--- src/rtl/seg_scan_ctrl_pkg.sv ---
// Shared constants and types for the 4-digit seven-segment scan controller.
package seg_scan_ctrl_pkg;

  localparam int NUM_DIGITS = 4;

  localparam logic [6:0] SEG_BLANK = 7'h7F;
  localparam logic [3:0] AN_OFF    = 4'b1111;

  // Active-low {g,f,e,d,c,b,a}. Entry i sits at HEX_SEG[i], so 'F' is listed first.
  localparam logic [15:0][6:0] HEX_SEG = {
    7'b0001110, 7'b0000110, 7'b0100001, 7'b1000110,
    7'b0000011, 7'b0001000, 7'b0010000, 7'b0000000,
    7'b1111000, 7'b0000010, 7'b0010010, 7'b0011001,
    7'b0110000, 7'b0100100, 7'b1111001, 7'b1000000
  };

  typedef struct packed {
    logic [15:0] data;
    logic [3:0]  dp;
    logic [3:0]  dig_en;
    logic        lz;
  } disp_t;

  localparam disp_t DISP_RST = '{data: 16'h0000, dp: 4'b0000, dig_en: 4'b1111, lz: 1'b0};

endpackage

--- src/rtl/seg_scan_ctrl_if.sv ---
// Display content in, scanned anode/cathode drive out.
interface seg_scan_ctrl_if;
  logic [15:0] data;
  logic [3:0]  dp;
  logic [3:0]  dig_en;
  logic        lz_supp;
  logic        load;
  logic        frame_done;
  logic [1:0]  sel;
  logic [3:0]  an;
  logic [6:0]  seg;
  logic        dp_n;

  modport master (
    output data, dp, dig_en, lz_supp, load,
    input  frame_done, sel, an, seg, dp_n
  );

  modport slave (
    input  data, dp, dig_en, lz_supp, load,
    output frame_done, sel, an, seg, dp_n
  );
endinterface

--- src/rtl/seg_scan_ctrl_hex_to_7seg.sv ---
// Combinational hex nibble to active-low seven-segment pattern.
module hex_to_7seg
  import seg_scan_ctrl_pkg::*;
(
  input  logic [3:0] hex,
  output logic [6:0] seg
);

  assign seg = HEX_SEG[hex];

endmodule

--- src/rtl/seg_scan_ctrl.sv ---
// Time-multiplexed scan of four seven-segment digits with per-slot blanking
// and frame-aligned content update.
module seg_scan_ctrl
  import seg_scan_ctrl_pkg::*;
#(
  parameter int DIV   = 100000,
  parameter int BLANK = 1000
) (
  input logic            clk,
  input logic            reset,
  seg_scan_ctrl_if.slave bus
);

  localparam int CW = $clog2(DIV);

  logic [CW-1:0] cnt;
  logic [1:0]    sel;
  logic          wrap;
  logic          boundary;

  disp_t shadow;
  disp_t pending;
  disp_t in_disp;
  logic  pending_valid;

  logic [3:0] visible;
  logic       all_zero;
  logic [3:0] nibble;
  logic [6:0] seg_dec;

  logic [3:0] an_q;
  logic [6:0] seg_q;
  logic       dp_n_q;
  logic       frame_done_q;

  assign wrap     = (cnt == CW'(DIV - 1));
  assign boundary = wrap && (sel == 2'd3);

  assign in_disp = '{data: bus.data, dp: bus.dp, dig_en: bus.dig_en, lz: bus.lz_supp};

  always_ff @(posedge clk) begin
    if (reset) begin
      cnt <= '0;
      sel <= 2'd0;
    end else if (wrap) begin
      cnt <= '0;
      sel <= sel + 2'd1;
    end else begin
      cnt <= cnt + 1'b1;
    end
  end

  // A load on the boundary edge itself wins over anything already pending.
  always_ff @(posedge clk) begin
    if (reset) begin
      shadow        <= DISP_RST;
      pending       <= '0;
      pending_valid <= 1'b0;
    end else if (boundary) begin
      if (bus.load) begin
        shadow <= in_disp;
      end else if (pending_valid) begin
        shadow <= pending;
      end
      pending_valid <= 1'b0;
    end else if (bus.load) begin
      pending       <= in_disp;
      pending_valid <= 1'b1;
    end
  end

  // Walk from the leftmost digit down; a digit is suppressed while every
  // nibble from the left edge down to it is zero.
  always_comb begin
    all_zero = 1'b1;
    visible  = '0;
    for (int k = NUM_DIGITS - 1; k >= 0; k--) begin
      all_zero   = all_zero && (shadow.data[4*k +: 4] == 4'h0);
      visible[k] = shadow.dig_en[k] && !(shadow.lz && (k != 0) && all_zero);
    end
  end

  assign nibble = shadow.data[{sel, 2'b00} +: 4];

  hex_to_7seg u_dec (
    .hex (nibble),
    .seg (seg_dec)
  );

  always_ff @(posedge clk) begin
    if (reset) begin
      an_q         <= AN_OFF;
      seg_q        <= SEG_BLANK;
      dp_n_q       <= 1'b1;
      frame_done_q <= 1'b0;
    end else begin
      frame_done_q <= boundary;
      if (cnt < CW'(BLANK)) begin
        an_q   <= AN_OFF;
        seg_q  <= SEG_BLANK;
        dp_n_q <= 1'b1;
      end else begin
        seg_q <= seg_dec;
        if (visible[sel]) begin
          an_q   <= ~(4'b0001 << sel);
          dp_n_q <= ~shadow.dp[sel];
        end else begin
          an_q   <= AN_OFF;
          dp_n_q <= 1'b1;
        end
      end
    end
  end

  assign bus.an         = an_q;
  assign bus.seg        = seg_q;
  assign bus.dp_n       = dp_n_q;
  assign bus.frame_done = frame_done_q;
  assign bus.sel        = sel;

endmodule
--- src/flat_wrapper.sv ---
// flat-port wrapper written by rule: the top's interface ports become plain ports
module seg_scan_ctrl_flat import seg_scan_ctrl_pkg::*;
#(
  parameter int DIV   = 100000,
  parameter int BLANK = 1000
)
  (clk, reset, bus_data, bus_dp, bus_dig_en, bus_lz_supp, bus_load, bus_frame_done, bus_sel, bus_an, bus_seg, bus_dp_n);
  seg_scan_ctrl_if bus_i ();
  input logic clk;
  input logic reset;
  input wire logic [$bits(bus_i.data)-1:0] bus_data;
  input wire logic [$bits(bus_i.dp)-1:0] bus_dp;
  input wire logic [$bits(bus_i.dig_en)-1:0] bus_dig_en;
  input wire logic [$bits(bus_i.lz_supp)-1:0] bus_lz_supp;
  input wire logic [$bits(bus_i.load)-1:0] bus_load;
  output wire logic [$bits(bus_i.frame_done)-1:0] bus_frame_done;
  output wire logic [$bits(bus_i.sel)-1:0] bus_sel;
  output wire logic [$bits(bus_i.an)-1:0] bus_an;
  output wire logic [$bits(bus_i.seg)-1:0] bus_seg;
  output wire logic [$bits(bus_i.dp_n)-1:0] bus_dp_n;
  assign bus_i.data = bus_data;
  assign bus_i.dp = bus_dp;
  assign bus_i.dig_en = bus_dig_en;
  assign bus_i.lz_supp = bus_lz_supp;
  assign bus_i.load = bus_load;
  assign bus_frame_done = bus_i.frame_done;
  assign bus_sel = bus_i.sel;
  assign bus_an = bus_i.an;
  assign bus_seg = bus_i.seg;
  assign bus_dp_n = bus_i.dp_n;
  seg_scan_ctrl #(.DIV(DIV), .BLANK(BLANK)) u_core (.clk(clk), .reset(reset), .bus(bus_i));
endmodule
--- config.mk ---
export PLATFORM = sky130hd
export DESIGN_NAME = seg_scan_ctrl_flat
export DESIGN_NICKNAME = d
export VERILOG_FILES = /design/src/rtl/seg_scan_ctrl_pkg.sv /design/src/rtl/seg_scan_ctrl_if.sv /design/src/rtl/seg_scan_ctrl_hex_to_7seg.sv /design/src/rtl/seg_scan_ctrl.sv /design/src/flat_wrapper.sv
export SDC_FILE = /design/constraint.sdc
export NUM_CORES = 1
export LEC_CHECK = 0
export BUFFER_PORTS_ARGS = -buffer_cell sky130_fd_sc_hd__buf_2
export CORE_MARGIN = 2
export CORE_UTILIZATION = 59
export CTS_BUF_LIST = sky130_fd_sc_hd__clkbuf_4 sky130_fd_sc_hd__clkbuf_8
export DETAILED_ROUTE_END_ITERATION = 12
export PLACE_DENSITY = 0.8
export RECOVER_POWER = 50
export SYNTH_ARGS = -nofsm -noshare
export SYNTH_HDL_FRONTEND = slang
export SYNTH_SLANG_ARGS = --single-unit
--- constraint.sdc ---
create_clock -name clk -period 2.6 [get_ports clk]
set_input_delay 0.78 -clock clk [delete_from_list [all_inputs] [get_ports clk]]
set_output_delay 0.78 -clock clk [all_outputs]
set_load 0.05 [all_outputs]
Yosys cells after proc, flatten, opt, wreduce, memory -nomap -nowiden
Memories as Yosys holds them, arrays and structs flattened. A register that Yosys moved wholly into a read port is not among the register bits.
Cells that the tools add are included.

operators by class
  shift operators = 2
  magnitude comparators = 2
  multiplexer cells = 6
  bitwise gates (word level) = 4
  reduce and logical (&&, ||, !) cells = 22
  equality and inequality tests = 2
  add/subtract/negate cells = 2

operators with widths
  kind                   number
  $mux 25                2
  $add 17x1->17 const B  1
  $eq 17x17->1 const B   1
  $lt 17x10->1 const B   1
  $shiftx 16x5->4        1
  $logic_not 4->1        3
  $logic_and 1x1->1      9
  $reduce_or 2->1        3
  $bmux 1 s2             2
  $not 4->4              1
  $reduce_and 2->1       2
  $shl 1x2->4 const A    1
  $logic_not 1->1        3
  $lt 2x3->1 const B     1
  $not 1->1              3
  $reduce_or 3->1        1
  $add 2x1->2 const B    1
  $eq 2x2->1 const B     1
  $mux 1                 2
  $reduce_bool 2->1      1

word-level totals
  memory bits (read-only) = 112
  register bits = 76
  output and inout port bits = 15
  input port bits = 28
  word-level logic and storage cells = 55
  memories = 1

memory list
  name             words  bits a word  read ports  clocked after Yosys merged registers in  wr ports  RTL line                        text
  (no name shown)  16     7            1           1                                        0         seg_scan_ctrl_hex_to_7seg.sv:9  assign seg = HEX_SEG[hex];

Depth between registers and ports, before layout
  word-level depth = 10
  depth in mapped cells = 8
  depth with buffers taken out = 7

Modules after synthesis
A second synthesis with hierarchy kept.

second synthesis, totals
  cell total of the unflattened synthesis = 442
  area, all modules = 4322.9 µm²

by module, submodules not included
  module         cells an instance  area each (µm²)  seq. area each (µm²)  instances
  seg_scan_ctrl  410                4047.6           1661.6                1
  hex_to_7seg    32                 275.3            0.0                   1

Worst setup path before layout
OpenSTA, ideal clock, no wires.

  path kind = register to register
  start point = register u_core.sel[0] (netlist: u_core.bus.sel[0])
  end point = register u_core.seg_q[0] (netlist: u_core.bus.seg[0])
  required time = 2.526 ns
  clock period less this slack = 2.496 ns
  buffers on the path = 1
  setup time = 0.074 ns
  setup slack = 0.104 ns
  stages on the path, launching flop included = 9
  arrival time = 2.421 ns
  path through = dfxtp_1 > buf_1 > mux4_2 > inv_1 > ha_1 > nor3b_1 > a211oi_1 > a21oi_1 > o21ai_0

between the ends
  longest elaborated chain between the ends = 1

RTL lines
  item                    RTL line             text
  from (decl)             seg_scan_ctrl.sv:17  logic [1:0] sel;
  from (signal assigned)  seg_scan_ctrl.sv:47  sel <= sel + 2'd1;
  $shiftx 16x5->4         seg_scan_ctrl.sv:83  assign nibble = shadow.data[{sel, 2'b00} +: 4];
  to (decl)               seg_scan_ctrl.sv:32  logic [6:0] seg_q;

No other way between the ends.
A chain may end at the register's enable or synchronous reset.

Worst setup path after layout
  start point = register u_core.cnt[5]
  end point = register u_core.an_q[3] (netlist: u_core.bus.an[3])

between the ends
  longest elaborated chain between the ends = 2

RTL lines
  item                              RTL line              text
  from (decl)                       seg_scan_ctrl.sv:16   logic [CW-1:0] cnt;
  from (signal assigned)            seg_scan_ctrl.sv:49   cnt <= cnt + 1'b1;
  $lt 17x10->1                      seg_scan_ctrl.sv:98   if (cnt < CW'(BLANK)) begin
  $reduce_or 3->1 (no source line)  --
  to (signal assigned)              seg_scan_ctrl.sv:105  an_q <= ~(4'b0001 << sel);
  to (decl)                         seg_scan_ctrl.sv:31   logic [3:0] an_q;

No other way between the ends.

==> impl_metrics.py <==
metrics = {
    "status": {
        "status": "complete, no violations",
    },
    "detailed_routing": {
        "firstDrtPassIters": 4,
        "vias_per_cell": 5.648,
        "antenna_left": 0,
        "drt_iter0_markers": 190,
        "vias": 2892,
        "wl_per_cell_um": 14.92,
        "drc_errors": 0,
        "routed_wl_um": 7639,
    },
    "synthesis": {
        "synth-async-reset-ratio_pct": 0,
        "synthCells": 396,
        "syn_nets": 435,
        "ys_seq_elements": 83,
        "synth-seq-area-share_pct": 42.20,
        "synth_edf_count": 0,
        "yosysTopAreaCellShare_pct": 42.20,
        "syn_area_um2": 3938,
        "ys_warn_count": 0,
        "syn_avg_cell_area_um2": 9.943,
        "synth_area_leader_cell": "dfxtp_1",
        "ys_top_cells_by_area": "dfxtp_1, mux2i_1, nor2_1",
        "synth_ff_type": "dfxtp_1",
        "yosysUniqueCellTypes": 48,
    },
    "grt": {
        "overflow": 0,
        "grt_pass1_wl_um": 12770,
        "grt_usage_pct": 21.73,
        "grt_pass1_vias": 2781,
        "grt_max_degree": 58,
        "antenna_found_initial": 0,
    },
    "finish": {
        "antennaDiodeCount": 0,
        "drive_above_1_share_pct": 18.62,
        "fillers": 503,
        "synthToLayoutAreaGrowth_pct": 9.342,
        "fin_nets": 470,
    },
    "setup_path": {
        "path_cells": "nand4_1, or2_2, a31oi_1, and4_1, nand2_1",
        "crit_slowest_cell": "a31oi_1",
        "path_buf_inv": 0,
        "endpoint_kind": "flop",
        "cp.arrival_ns": 2.46,
        "crit_path_max_fanout": 8,
        "path_class": "flop to flop",
        "required_ns": 2.83,
        "max_stage_delay_ns": 0.56,
        "cp_top_family": "simple AND/OR/NAND/NOR gates",
        "critPathLaunchType": "flop",
    },
    "pwr": {
        "peakVddDrop_mv": 0.4172,
        "p_leak_nw": 1.653,
        "power_density_nw_per_um2": 549.6,
        "finalPower_mw": 2.366,
    },
    "timing": {
        "max_freq_mhz": 449.3,
        "period_share_pct": 85.61,
        "maxSlewViolCount": 0,
        "period_needed_ns": 2.226,
        "worst_slack_ns": 0.3741,
        "worstMarginPinSlew_ns": 0.7117,
        "slew_headroom_pct": 52.33,
        "hold_ws_ns": 0.4657,
        "fin_skew_ns": 0.006997,
        "finalSetupTns_ns": 0,
        "rsz0062_at_grt": "false",
        "finalSetupViolCount": 0,
        "hold_viol_final": 0,
    },
    "clock_network": {
        "h-tree-depth": 3,
        "hold_buffers": 0,
        "clock_latency_ns": 0.35,
        "clock_sinks": 83,
        "cts_tree": "built",
        "cts_buffer_depth": 2,
        "post_cts_resized": 0,
        "cts-buffers-inserted": 9,
        "clk_pin_slew_ns": 0.08,
        "cts_setup_buffers": 0,
        "cts_root_buf": "clkbuf_8",
    },
    "die": {
        "die-area_um2": 7344,
        "initial_core_util_pct": 61.66,
        "floorplan.rows": 29,
        "chipHeight_um": 85.70,
        "coreArea_um2": 6386,
        "die_w_um": 85.70,
        "ios": 43,
    },
    "placed_design": {
        "dpl.hpwl_um": 5298,
        "dpl_worst_slack_ns": 0.5158,
        "port_buffers": 42,
        "place.gp.congestion": 0.8151,
    },
    "job": {
        "maxCapViolations": 0,
    },
    "min_path": {
        "hold_class": "flop to flop",
    },
}
area by class of cell:
| class | instances | area (um^2) | area share, % |
|---|---|---|---|
| flip-flops and latches | 83 | 1662 | 38.59 |
| clock inverters | 3 | 40.04 | 0.9300 |
| multi-input cells | 282 | 2056 | 47.75 |
| well taps | 77 | 96.34 | 2.238 |
| repair buffers | 49 | 282.8 | 6.568 |
| inverters | 6 | 22.52 | 0.5231 |
| clock buffers | 12 | 146.4 | 3.400 |
synth_stat cells (all sizes together), types with 2 or more instances:
master  count
a211oi     28
a21oi      14
and4        4
buf        12
clkbuf     12
dfxtp      83
ha         11
inv         5
mux2        2
mux2i      53
mux4        3
nand2      28
nand3       5
nand4       5
nor2       69
nor2b       5
nor3        9
nor3b       2
nor4        4
o211ai      2
o21ai       8
o221ai      2
o311ai      2
or3         2
xnor2      11
xor2        4
where the power goes:
group          total, mW  switching [mW]  internal (mW)
Sequential          1.31          0.0151           1.30
Combinational      0.155          0.0856         0.0693
Clock              0.898           0.430          0.468
Total               2.37           0.530           1.84
layer usage:
layer  track usage (%)  wire length, um
met1             29.04             3608
met2             33.95             3544
met3             4.042              336
met4             10.53              150
met5                 0                0
path summary, 6_finish.rpt:
path	start	endpoint	cells past startpoint	slack, ns
worst max-delay path	u_core.cnt[5]	u_core.bus.an[3]	5	0.37
worst min-delay path	u_core.cnt[0]	u_core.cnt[0]	1	0.47
worst max register to register	u_core.cnt[5]	u_core.bus.an[3]	5	0.37
worst min register to register	u_core.cnt[0]	u_core.cnt[0]	1	0.47
layout by cell type (no fill, tap or decap), drive strengths merged, types with 2 or more instances in the layout:
master  instances
nor4            4
o221ai          2
dfxtp          83
inv             5
xor2            4
nor2b           5
nand4           5
buf            35
ha             11
o311ai          2
mux4            3
mux2i          53
and4            4
nor2           69
a21oi          14
nor3b           2
nand2          28
nand3           5
o21ai           8
clkinv          3
nor3            9
xnor2          11
o211ai          2
mux2            2
or3             2
clkbuf         26
a211oi         28
through the flow:
stage / cells / area (um^2) / util, %
2_1_floorplan: 396 / 3938 / -
3_3_place_gp: 497 / 4160 / 65.15
3_5_place_dp: 497 / 4160 / 65.15
4_1_cts: 512 / 4347 / 68.06
5_1_grt: 512 / 4305 / 67.42
6_report: 512 / 4305 / 67.42
sequential cells by signal (all words and copies together), names as in the netlist:
signal	count
u_core.pending	25
u_core.shadow	25
u_core.cnt	17
u_core.bus.seg	7
u_core.bus.an	4
u_core.bus.sel	2
u_core.bus.dp_n	1
u_core.bus.frame_done	1
u_core.pending_valid	1
cells by family after synthesis:
family                   synth area share, %
AND/OR/NAND/NOR                        16.84
XOR/XNOR                               3.336
flip-flops                             42.20
multiplexers                           15.86
buffers and inverters                  5.306
AO/OA/AOI/OAI                          12.96
adder cells (fa/ha/maj)                3.495
Power figures use the tool's default switching activity.
